File: config.mk
export PLATFORM = sky130hd
export DESIGN_NAME = ps2_scan_receiver
export DESIGN_NICKNAME = d
export VERILOG_FILES = /design/src/rtl/ps2_pkg.sv /design/src/rtl/ps2_sync_edge.sv /design/src/rtl/ps2_scan_receiver.sv
export SDC_FILE = /design/constraint.sdc
export NUM_CORES = 1
export LEC_CHECK = 0
export CAP_MARGIN = 10
export CORE_ASPECT_RATIO = 0.5
export CORE_MARGIN = 3
export CORE_UTILIZATION = 53
export DETAILED_ROUTE_END_ITERATION = 7
export DONT_BUFFER_PORTS = 1
export PLACE_DENSITY = 0.7
export RECOVER_POWER = 25
export SYNTH_ARGS = -nofsm -noshare
export SYNTH_HDL_FRONTEND = slang
export SYNTH_SLANG_ARGS = --single-unit
File: constraint.sdc
create_clock -name Clock_50 -period 2.8 [get_ports Clock_50]
set_input_delay 0 -clock Clock_50 [delete_from_list [all_inputs] [get_ports Clock_50]]
set_output_delay 0 -clock Clock_50 [all_outputs]
set_load 0.01 [all_outputs]
File: src/rtl/ps2_pkg.sv
// Shared types and constants for the PS2 scan-code receive path.
package ps2_pkg;

   typedef enum logic [2:0] {
      S_IDLE,
      S_SHIFT,
      S_PARITY,
      S_STOP,
      S_DELIVER
   } ps2_state_e;

   localparam logic [7:0] PS2_BREAK_PREFIX = 8'hF0;
   localparam logic [7:0] PS2_EXT_PREFIX   = 8'hE0;
   // start + 8 data + parity + stop
   localparam int         PS2_FRAME_BITS   = 11;
   localparam int         PS2_DATA_BITS    = PS2_FRAME_BITS - 3;

endpackage

File: src/rtl/ps2_sync_edge.sv
// Synchronises the raw PS2 clock and data lines into the Clock_50 domain and
// flags the cycle on which the synchronised PS2 clock has just fallen.
module ps2_sync_edge #(
   parameter int SYNC_STAGES = 2
) (
   input  logic Clock_50,
   input  logic Reset,
   input  logic PS2_clock,
   input  logic PS2_data,
   output logic sync_data,
   output logic clk_fall
);

   logic [SYNC_STAGES-1:0] clk_sync;
   logic [SYNC_STAGES-1:0] data_sync;
   logic                   clk_prev;

   // Synchroniser chains plus one history flop for falling-edge detection.
   // Reset to the idle-high bus level so leaving reset never looks like an edge.
   always_ff @(posedge Clock_50 or posedge Reset) begin
      if (Reset) begin
         clk_sync  <= '1;
         data_sync <= '1;
         clk_prev  <= 1'b1;
      end else begin
         // NOTE: non-blocking assignments make each flop take the previous
         // stage's old value, which is what builds a real multi-stage chain.
         clk_sync  <= {clk_sync[SYNC_STAGES-2:0], PS2_clock};
         data_sync <= {data_sync[SYNC_STAGES-2:0], PS2_data};
         clk_prev  <= clk_sync[SYNC_STAGES-1];
      end
   end

   assign sync_data = data_sync[SYNC_STAGES-1];
   assign clk_fall  = clk_prev & ~clk_sync[SYNC_STAGES-1];

endmodule

File: src/rtl/ps2_scan_receiver.sv
// PS2 scan-code receiver: deserialises device frames, folds the F0 (break) and
// E0 (extended) prefixes into flags and hands one code per key event to the
// LCD-side logic as a one-cycle ready strobe.
// Build option: define PS2_PARITY_CHECK_EN to reject frames with bad odd parity;
// without it the parity bit is ignored and only stop bit / timeout are errors.
module ps2_scan_receiver
   import ps2_pkg::*;
#(
   parameter int SYNC_STAGES    = 2,
   parameter int TIMEOUT_CYCLES = 10000
) (
   input  logic       Clock_50,
   input  logic       Reset,
   input  logic       PS2_clock,
   input  logic       PS2_data,
   output logic [7:0] PS2_code,
   output logic       PS2_code_ready,
   output logic       PS2_make_code,
   output logic       PS2_extended,
   output logic       PS2_frame_error
);

   localparam int               TMO_W    = $clog2(TIMEOUT_CYCLES);
   localparam logic [TMO_W-1:0] TMO_LAST = TMO_W'(TIMEOUT_CYCLES - 1);
   localparam logic [2:0]       LAST_BIT = 3'(PS2_DATA_BITS - 1);

   ps2_state_e       state;
   ps2_state_e       next_state;
   logic             sync_data;
   logic             clk_fall;
   logic [7:0]       shift_reg;
   logic [2:0]       bit_cnt;
   logic [TMO_W-1:0] tmo_cnt;
   logic             break_pending;
   logic             ext_pending;
   logic             shift_en;
   logic             start_frame;
   logic             frame_err_set;
   logic             tmo_hit;
   logic             parity_ok;

   ps2_sync_edge #(
      .SYNC_STAGES (SYNC_STAGES)
   ) u_sync_edge (
      .Clock_50  (Clock_50),
      .Reset     (Reset),
      .PS2_clock (PS2_clock),
      .PS2_data  (PS2_data),
      .sync_data (sync_data),
      .clk_fall  (clk_fall)
   );

`ifdef PS2_PARITY_CHECK_EN
   logic parity_bit;

   // Parity bit is captured only when the check is built in.
   always_ff @(posedge Clock_50 or posedge Reset) begin
      if (Reset)
         parity_bit <= 1'b0;
      else if (state == S_PARITY && clk_fall)
         parity_bit <= sync_data;
   end

   assign parity_ok = ^{shift_reg, parity_bit};
`else
   assign parity_ok = 1'b1;
`endif

   // FSM state register.
   always_ff @(posedge Clock_50 or posedge Reset) begin
      if (Reset)
         state <= S_IDLE;
      else
         state <= next_state;
   end

   // Next-state and control decode; a mid-frame timeout overrides everything.
   always_comb begin
      // NOTE: every output of this block gets a default first so no path
      // through the case leaves one unassigned, which would infer a latch.
      next_state    = state;
      shift_en      = 1'b0;
      start_frame   = 1'b0;
      frame_err_set = 1'b0;
      tmo_hit       = (state != S_IDLE) && !clk_fall && (tmo_cnt == TMO_LAST);
      case (state)
         S_IDLE: begin
            if (clk_fall && !sync_data) begin
               start_frame = 1'b1;
               next_state  = S_SHIFT;
            end
         end
         S_SHIFT: begin
            if (clk_fall) begin
               shift_en = 1'b1;
               if (bit_cnt == LAST_BIT)
                  next_state = S_PARITY;
            end
         end
         S_PARITY: begin
            if (clk_fall)
               next_state = S_STOP;
         end
         S_STOP: begin
            if (clk_fall) begin
               if (sync_data && parity_ok) begin
                  next_state = S_DELIVER;
               end else begin
                  frame_err_set = 1'b1;
                  next_state    = S_IDLE;
               end
            end
         end
         S_DELIVER: next_state = S_IDLE;
         default:   next_state = S_IDLE;
      endcase
      if (tmo_hit) begin
         frame_err_set = 1'b1;
         next_state    = S_IDLE;
      end
   end

   // Data bits land LSB first at the position given by the bit counter.
   always_ff @(posedge Clock_50 or posedge Reset) begin
      if (Reset) begin
         shift_reg <= 8'h00;
         bit_cnt   <= 3'd0;
      end else if (start_frame) begin
         bit_cnt <= 3'd0;
      end else if (shift_en) begin
         shift_reg[bit_cnt] <= sync_data;
         bit_cnt            <= bit_cnt + 3'd1;
      end
   end

   // Gap timer between PS2 clock edges; saturates rather than wrapping.
   always_ff @(posedge Clock_50 or posedge Reset) begin
      if (Reset)
         tmo_cnt <= '0;
      else if (clk_fall || state == S_IDLE)
         tmo_cnt <= '0;
      else if (tmo_cnt != TMO_LAST)
         tmo_cnt <= tmo_cnt + 1'b1;
   end

   // Prefix folding and registered delivery; pendings survive bad frames.
   always_ff @(posedge Clock_50 or posedge Reset) begin
      if (Reset) begin
         PS2_code        <= 8'h00;
         PS2_code_ready  <= 1'b0;
         PS2_make_code   <= 1'b0;
         PS2_extended    <= 1'b0;
         PS2_frame_error <= 1'b0;
         break_pending   <= 1'b0;
         ext_pending     <= 1'b0;
      end else begin
         PS2_code_ready  <= 1'b0;
         PS2_frame_error <= frame_err_set;
         if (state == S_DELIVER) begin
            case (shift_reg)
               PS2_BREAK_PREFIX: break_pending <= 1'b1;
               PS2_EXT_PREFIX:   ext_pending   <= 1'b1;
               default: begin
                  PS2_code       <= shift_reg;
                  PS2_make_code  <= ~break_pending;
                  PS2_extended   <= ext_pending;
                  PS2_code_ready <= 1'b1;
                  break_pending  <= 1'b0;
                  ext_pending    <= 1'b0;
               end
            endcase
         end
      end
   end

endmodule

Word-level counts from Yosys, hierarchy flattened
Index checks and enable logic that the tools add are counted.
{"block": "totals", "regBits": 47}
{"block": "op_classes", "addsub": 2, "n_eq_ne": 14, "reduce_logical": 17, "n_bitwise": 7, "order_cmp": 2, "mux": 27}
{"cell": "$mux 14", "count": 2}
{"cell": "$mux 3", "count": 9}
{"cell": "$eq 8x8->1 const B", "count": 2}
{"cell": "$ne 3x3->1 const B", "count": 5}
{"cell": "$add 14x1->14 const B", "count": 1}
{"cell": "$eq 14x14->1 const B", "count": 1}
{"cell": "$ne 14x14->1 const B", "count": 1}
{"cell": "$pmux 3 s4", "count": 1}
{"cell": "$mux 1", "count": 11}
{"cell": "$bwmux 8", "count": 1}
{"cell": "$reduce_and 2->1", "count": 4}
{"cell": "$eq 3x2->1 const B", "count": 2}
{"cell": "$eq 3x3->1 const B", "count": 2}
{"cell": "$not 1->1", "count": 6}
{"cell": "$reduce_and 5->1", "count": 1}
{"cell": "$logic_and 1x1->1", "count": 4}
{"cell": "$lt 3x4->1 const B", "count": 1}
{"cell": "$pmux 1 s2", "count": 2}
{"cell": "$reduce_bool 2->1", "count": 2}
{"cell": "$add 3x1->3 const B", "count": 1}
{"cell": "$demux 1 s3", "count": 1}
{"cell": "$eq 3x1->1 const B", "count": 1}
{"cell": "$ge 3x1->1 const B", "count": 1}
{"cell": "$logic_not 3->1", "count": 1}
{"cell": "other kinds (5)", "count": 6}

Logic depth before layout (Yosys ltp)
Gate-level depths: netlist of run 1.
{"block": "depth", "ltp_word": 7, "mapped_depth": 6}

Cells and area by module
Synthesis of run 1 repeated with hierarchy kept, for this count alone.
{"block": "hier_totals", "hier_cells": 191, "hier_area_um2": 2082.0}
{"module": "ps2_scan_receiver", "cells_per_inst": 184, "area_per_inst_um2": 1933.1, "n_inst": 1, "seq_area_each_um2": 1051.0}
{"module": "ps2_sync_edge", "cells_per_inst": 7, "area_per_inst_um2": 148.9, "n_inst": 1, "seq_area_each_um2": 131.4}

Worst setup path before layout of run 1
OpenSTA, ideal clock, no wires.
{"block": "synth_path", "kind": "reg2reg", "start": "register tmo_cnt[7]", "end": "register state[1]", "path_buffers": 0, "arrival_ps": 1672, "synth_period_minus_slack_ps": 1792, "stages_incl_launch_ff": 5, "setup_slack_ps": 1008, "required_ps": 2680, "setup_ps": 120, "cell_sequence": "dfrtp_1 -> or4_4 -> nor4_4 -> nand2_2 -> a41o_1"}
{"block": "synth_via", "elab_chain_len": 4}
{"item": "from (decl)", "line_no": "ps2_scan_receiver.sv:33", "source": "logic [TMO_W-1:0] tmo_cnt;"}
{"item": "from (signal assigned)", "line_no": "ps2_scan_receiver.sv:143", "source": "tmo_cnt <= tmo_cnt + 1'b1;"}
{"item": "$eq 14x14->1 *", "line_no": "ps2_scan_receiver.sv:85", "source": "tmo_hit = (state != S_IDLE) && !clk_fall && (tmo_cnt == TMO_LAST);"}
{"item": "$logic_and 1x1->1 *", "line_no": "ps2_scan_receiver.sv:85"}
{"item": "$ne 3x3->1 (no source line)"}
{"item": "$reduce_and 5->1 (no source line)"}
{"item": "to (signal assigned)", "line_no": "ps2_scan_receiver.sv:74", "source": "state <= next_state;"}
{"item": "to (decl)", "line_no": "ps2_scan_receiver.sv:27", "source": "ps2_state_e state;"}
Mark *: on every way between the ends. The rest lies on a longest branch, timed or not.
A chain may end at the register's enable or synchronous reset.

Worst setup path after layout of run 1
Same ends and word-level chain as after synthesis.

==> results of run 1 <==
cell type report:
cell class                 count  share of cell area
clock buffer                   7              0.0424
clock inverter                 1             0.00330
inverter                       7              0.0116
multi-input combinational    128               0.375
sequential                    47               0.520
tap                           51              0.0281
timing repair buffer           5              0.0198
worst register-to-register path, stage by stage, from the launching register on:
cell and delay, ps:
dfrtp_1 420, or4_4 550, nor4_4 480, nand2_2 110
a41o_1 250
routing by layer:
layer / global-route usage / share of wire / vias up
li1: - / - / 677
met1: 0.219 / 0.50 / 658
met2: 0.274 / 0.45 / 18
met3: 0.0524 / 0.033 / 5
met4: 0.0718 / 0.013 / 0
met5: 0 / 0 / -
worst min path at each step:
| stage | cells past startpoint | from | to | slack, ps |
|---|---|---|---|---|
| detailed placement | 0 | PS2_clock | u_sync_edge.clk_sync[0] | 5 |
| global placement | 0 | PS2_clock | u_sync_edge.clk_sync[0] | 5 |
| global route | 1 | PS2_clock | u_sync_edge.clk_sync[0] | 230 |
| finish | 1 | PS2_clock | u_sync_edge.clk_sync[0] | 240 |
| CTS | 1 | PS2_clock | u_sync_edge.clk_sync[0] | 220 |
| floorplan | 0 | PS2_clock | u_sync_edge.clk_sync[0] | 4 |
report_power, final:
| group | leakage (nW) | switching, mW | total [mW] | internal, mW |
|---|---|---|---|---|
| Sequential | 0.617 | 0.153 | 0.946 | 0.793 |
| Combinational | 0.303 | 0.126 | 0.266 | 0.140 |
| Clock | 0.0505 | 0.225 | 0.449 | 0.225 |
| Total | 0.970 | 0.504 | 1.66 | 1.16 |
metrics by stage:
step	area (um2)	setup slack, ps
6_report	2270	882
5_1_grt	2270	714
4_1_cts	2270	855
3_5_place_dp	2140	867
3_3_place_gp	2140	917
2_1_floorplan	2090	1010
cells by family (layout without fill, tap and decap cells):
group	after synthesis	in the layout	synth area share
xor+xnor	8	8	0.0335
compound gates	24	24	0.0712
buf+inv	16	20	0.0311
fa+ha+maj	3	3	0.0179
flops	47	47	0.565
mux	13	13	0.0694
simple gates	80	80	0.212
cells in the final DEF (no fill, tap or decap), drive strengths merged, types with 5 or more instances in the layout:
master   n
clkbuf   7
dfstp    5
nand2   22
a21oi    8
nor2    14
nor4     6
or3      6
dfrtp   42
nor3     8
inv      7
nand3    8
mux2    12
xnor2    7
o21ai    7
==> impl_metrics.tcl, run 1 <==
set metrics [dict create \
    drtIter0Drc 56 \
    placementRows 15 \
    required_ps 2990 \
    critPathTopFamily "simple AND/OR/NAND/NOR gates" \
    grt_usage 0.172 \
    critPathSlowestCell "or4_4" \
    r2r_cells 4 \
    die_area_mm2 0.00478 \
    worstMarginPinSlew_ps 1700 \
    total_power_mw 1.66 \
    cts_max_path_buffers 2 \
    hold_ws_ps 240 \
    stdcell_count 246 \
    largest_reg_flops 14 \
    synth_edf_count 0 \
    regArea_mm2 0.00118 \
    fin_crit_sh 0.685 \
    cts.clk_slew.worst_paths_ps 80 \
    peakVddDrop_mv 0.416 \
    hold_class "input port to flop" \
    setup_viol 0 \
    overflow 0 \
    cp-end-kind "flop" \
    dr.pass1.iters 4 \
    arrival_ps 2110 \
    drc 0 \
    clock.fmax_mhz 521 \
    syn_to_final_growth_pct 8.67 \
    start_util 0.581 \
    r2r-end "state[1]" \
    ys_seq_area_frac 0.565 \
    cts_buffers 5 \
    synth_seq_cells 47 \
    clock_latency_ps 300 \
    detail_route.wl_per_cell_um 14.4 \
    synth_area_per_cell_um2 11.0 \
    finish.net_count 201 \
    leakage_nw 0.970 \
    synth_most_common_cell "dfrtp_1" \
    yosysUniqueCellTypes 40 \
    syn_inst 191 \
    cp-start-kind "flop" \
    wirelength_um 3550 \
    crit_path_max_fanout 10 \
    drv_cap 1 \
    grt_pass1_wl_um 6220 \
    rsz0062_at_grt "no" \
    cts_resized 0 \
    violations "capacitance limit, slew limit" \
    yosys.area.top_type_share 0.502 \
    htree_levels 2 \
    postRouteAntennaNets 0 \
    vias 1358 \
    viasPerCell 5.52 \
    synth_area_leader_cell "dfrtp_1" \
    rr_startpoint "tmo_cnt[7]" \
    crit_cells 4 \
    endpoint "state[1]" \
    grt_start_max_net_pins 48 \
    synth_commonest_cells "dfrtp_1, nand2_1, nor2_1" \
    rrSetupSlack_ps 880 \
    relSlewSlack -0.133 \
    startpoint "tmo_cnt[7]" \
    cts_root_buf "clkbuf_8" \
    final_core_util 0.631 \
    slew_viol_final 48 \
    boundaryPins 16 \
    fillCellCount 298 \
    cts.sinks 47 \
    gp_congestion 0.773 \
    antenna_cells 0 \
    status "finished with violations" \
    cts_tree "yes" \
    multi_input_area_um2 852 \
    async_flop_share 1.00 \
    first_global_vias 1347 \
    numPortBuffers 0 \
    syn_area_mm2 0.00209 \
    post_cts_buffers 0 \
    synth_warnings 0 \
    tns_ps 0 \
    finalCriticalPeriod_ps 1920 \
    crit_buf_inv 0 \
    antenna_found_initial 0 \
    crit_chain "or4_4 -> nor4_4 -> nand2_2 -> a41o_1" \
    synth_ff_type "dfrtp_1" \
    die_y_um 50.4 \
    postCtsHoldBufs 3 \
    fin_skew_ps 5.60 \
    final-hold-violation-count 0 \
    crit_type "flop to flop" \
    dp.cells 235 \
    hpwl_um 2400 \
    die_w_um 94.9 \
    cpPeakStageDelay_ps 550 \
    powerDensity_mw_per_mm2 731 \
    netlist_top_cells_area "dfrtp_1, mux2_2, dfstp_2" \
    drive_above_1_share 0.164 \
    coreArea_mm2 0.00360 \
    synth_fp_nets 198 \
]
Power figures use the tool's default switching activity.
==> inputs of run 2 (changes only) <==
Settings changed: PLACE_DENSITY 0.7 to 0.73.
Clock period 2.8 ns to 1.7 ns, I/O delays scaled along.
==> impl_metrics.tcl, run 2 (same netlist as run 1, synthesis figures left out) <==
set metrics [dict create \
    regArea_mm2 0.00118 \
    htree_levels 2 \
    startpoint "tmo_cnt[7]" \
    crit_type "flop to flop" \
    critPathSlowestCell "or4_4" \
    die_y_um 50.4 \
    fin_crit_sh 1.01 \
    die_area_mm2 0.00478 \
    hold_class "input port to flop" \
    arrival_ps 1920 \
    total_power_mw 2.97 \
    required_ps 1890 \
    peakVddDrop_mv 1.09 \
    tns_ps -24.3 \
    start_util 0.581 \
    die_w_um 94.9 \
    fin_skew_ps 10.1 \
    drc 0 \
    dpl_cell_area_mm2 0.00224 \
    worstHoldStart "PS2_clock" \
    worstMarginPinSlew_ps 1120 \
    slew_viol_final 0 \
    gp_congestion 0.885 \
    multi_input_area_um2 902 \
    coreArea_mm2 0.00360 \
    crit_chain "or4_4 -> nor4_4 -> buf_6 -> mux2i_2 -> nor2_2" \
    first_global_vias 1486 \
    largest_reg_flops 14 \
    violations "setup timing" \
    antenna_found_initial 0 \
    cts.sinks 47 \
    clock_latency_ps 300 \
    placementRows 15 \
    hold_ws_ps 242 \
    clock.fmax_mhz 580 \
    wirelength_um 4000 \
    rsz0062_at_grt "yes" \
    boundaryPins 16 \
    layout_setup_ws_ps -24.3 \
    fillCellCount 279 \
    detail_route.wl_per_cell_um 15.2 \
    fin_area_mm2 0.00246 \
    relSlewSlack 0.252 \
    final-hold-violation-count 0 \
    drive_above_1_share 0.274 \
    finish.net_count 218 \
    drtIter0Drc 82 \
    grt_pass1_wl_um 6960 \
    status "finished with violations" \
    cts_root_buf "clkbuf_8" \
    cp-start-kind "flop" \
    numPortBuffers 0 \
    cp-end-kind "flop" \
    cts_buffers 5 \
    syn_to_final_growth_pct 17.8 \
    cpPeakStageDelay_ps 550 \
    hpwl_um 2520 \
    viasPerCell 5.47 \
    grt_usage 0.192 \
    final_common_cell "dfrtp_1" \
    grt_start_max_net_pins 48 \
    setup_viol 1 \
    rr_startpoint "tmo_cnt[7]" \
    overflow 0 \
    dr.pass1.iters 4 \
    finalCriticalPeriod_ps 1720 \
    place_ws_ps -37.1 \
    vias 1439 \
    final_cell_mix "dfrtp_1, nand2_1, buf_4" \
    cts_tree "yes" \
    crit_path_max_fanout 5 \
    antenna_cells 0 \
    leakage_nw 1.08 \
    postRouteAntennaNets 0 \
    powerDensity_mw_per_mm2 1210 \
    cts_max_path_buffers 2 \
    drv_cap 0 \
    cts.clk_slew.worst_paths_ps 90 \
]
[run 2: cell types whose count changed in the layout (fill, tap and decap cells not counted), sizes merged]
cell,delta
buf,+16
bufinv,+1
clkinv,+2
clkinvlp,-1
inv,-1
[run 2: through the flow]
step | util | instances
floorplan | - | 191
global placement | 0.623 | 249
detailed placement | 0.623 | 249
CTS | 0.667 | 260
global route | 0.684 | 263
finish | 0.684 | 263
[run 2: worst max-delay path, delay by kind of cell (launching register included)]
kind | cells | cell delay [ps]
simple gates | 3 | 840
flops | 1 | 390
mux | 1 | 220
buf+inv | 1 | 160
[run 2: where the power goes]
part | internal (mW) | switching, mW | total (mW) | leakage, nW
sequential | 1.31 | 0.284 | 1.59 | 0.617
combinational | 0.280 | 0.256 | 0.536 | 0.399
clock | 0.476 | 0.372 | 0.848 | 0.0612
total | 2.06 | 0.912 | 2.97 | 1.08
[run 2: path summary, 6_finish.rpt]
check	end	slack (ps)	depth (start not counted)
worst max register to register	tmo_cnt[1]	-20	5
worst min-delay path	u_sync_edge.clk_sync[0]	240	1
max in group asynchronous	shift_reg[6]	490	3
worst min register to register	u_sync_edge.data_sync[1]	360	0
min in group asynchronous	PS2_code_ready	530	3
worst max-delay path	tmo_cnt[1]	-20	5
[run 2: layer usage]
layer / part of all wire / vias to the layer above / wire length (um) / GRT usage
li1: - / 712 / - / -
met4: 0.011 / 0 / 44 / 0.0574
met2: 0.48 / 17 / 1910 / 0.293
met3: 0.033 / 6 / 133 / 0.0524
met5: 0 / - / 0 / 0
met1: 0.48 / 704 / 1910 / 0.269
[run 2: area by class of cell]
cell class / instances / area share
tap: 51 / 0.0259
inverter: 7 / 0.0107
multi-input combinational: 128 / 0.366
timing repair buffer: 22 / 0.0696
clock buffer: 6 / 0.0335
clock inverter: 2 / 0.0142
sequential: 47 / 0.480
[run 2: timing repair]
action | in CTS | in global routing
pin swaps | 0 | 4
cloned | 0 | 1
endpoints found under the setup margin | 5 | 11
hold endpoints to repair | 44 | 0
hold buffers | 3 | 0
buffers inserted | 0 | 2
resized for setup | 3 | 10
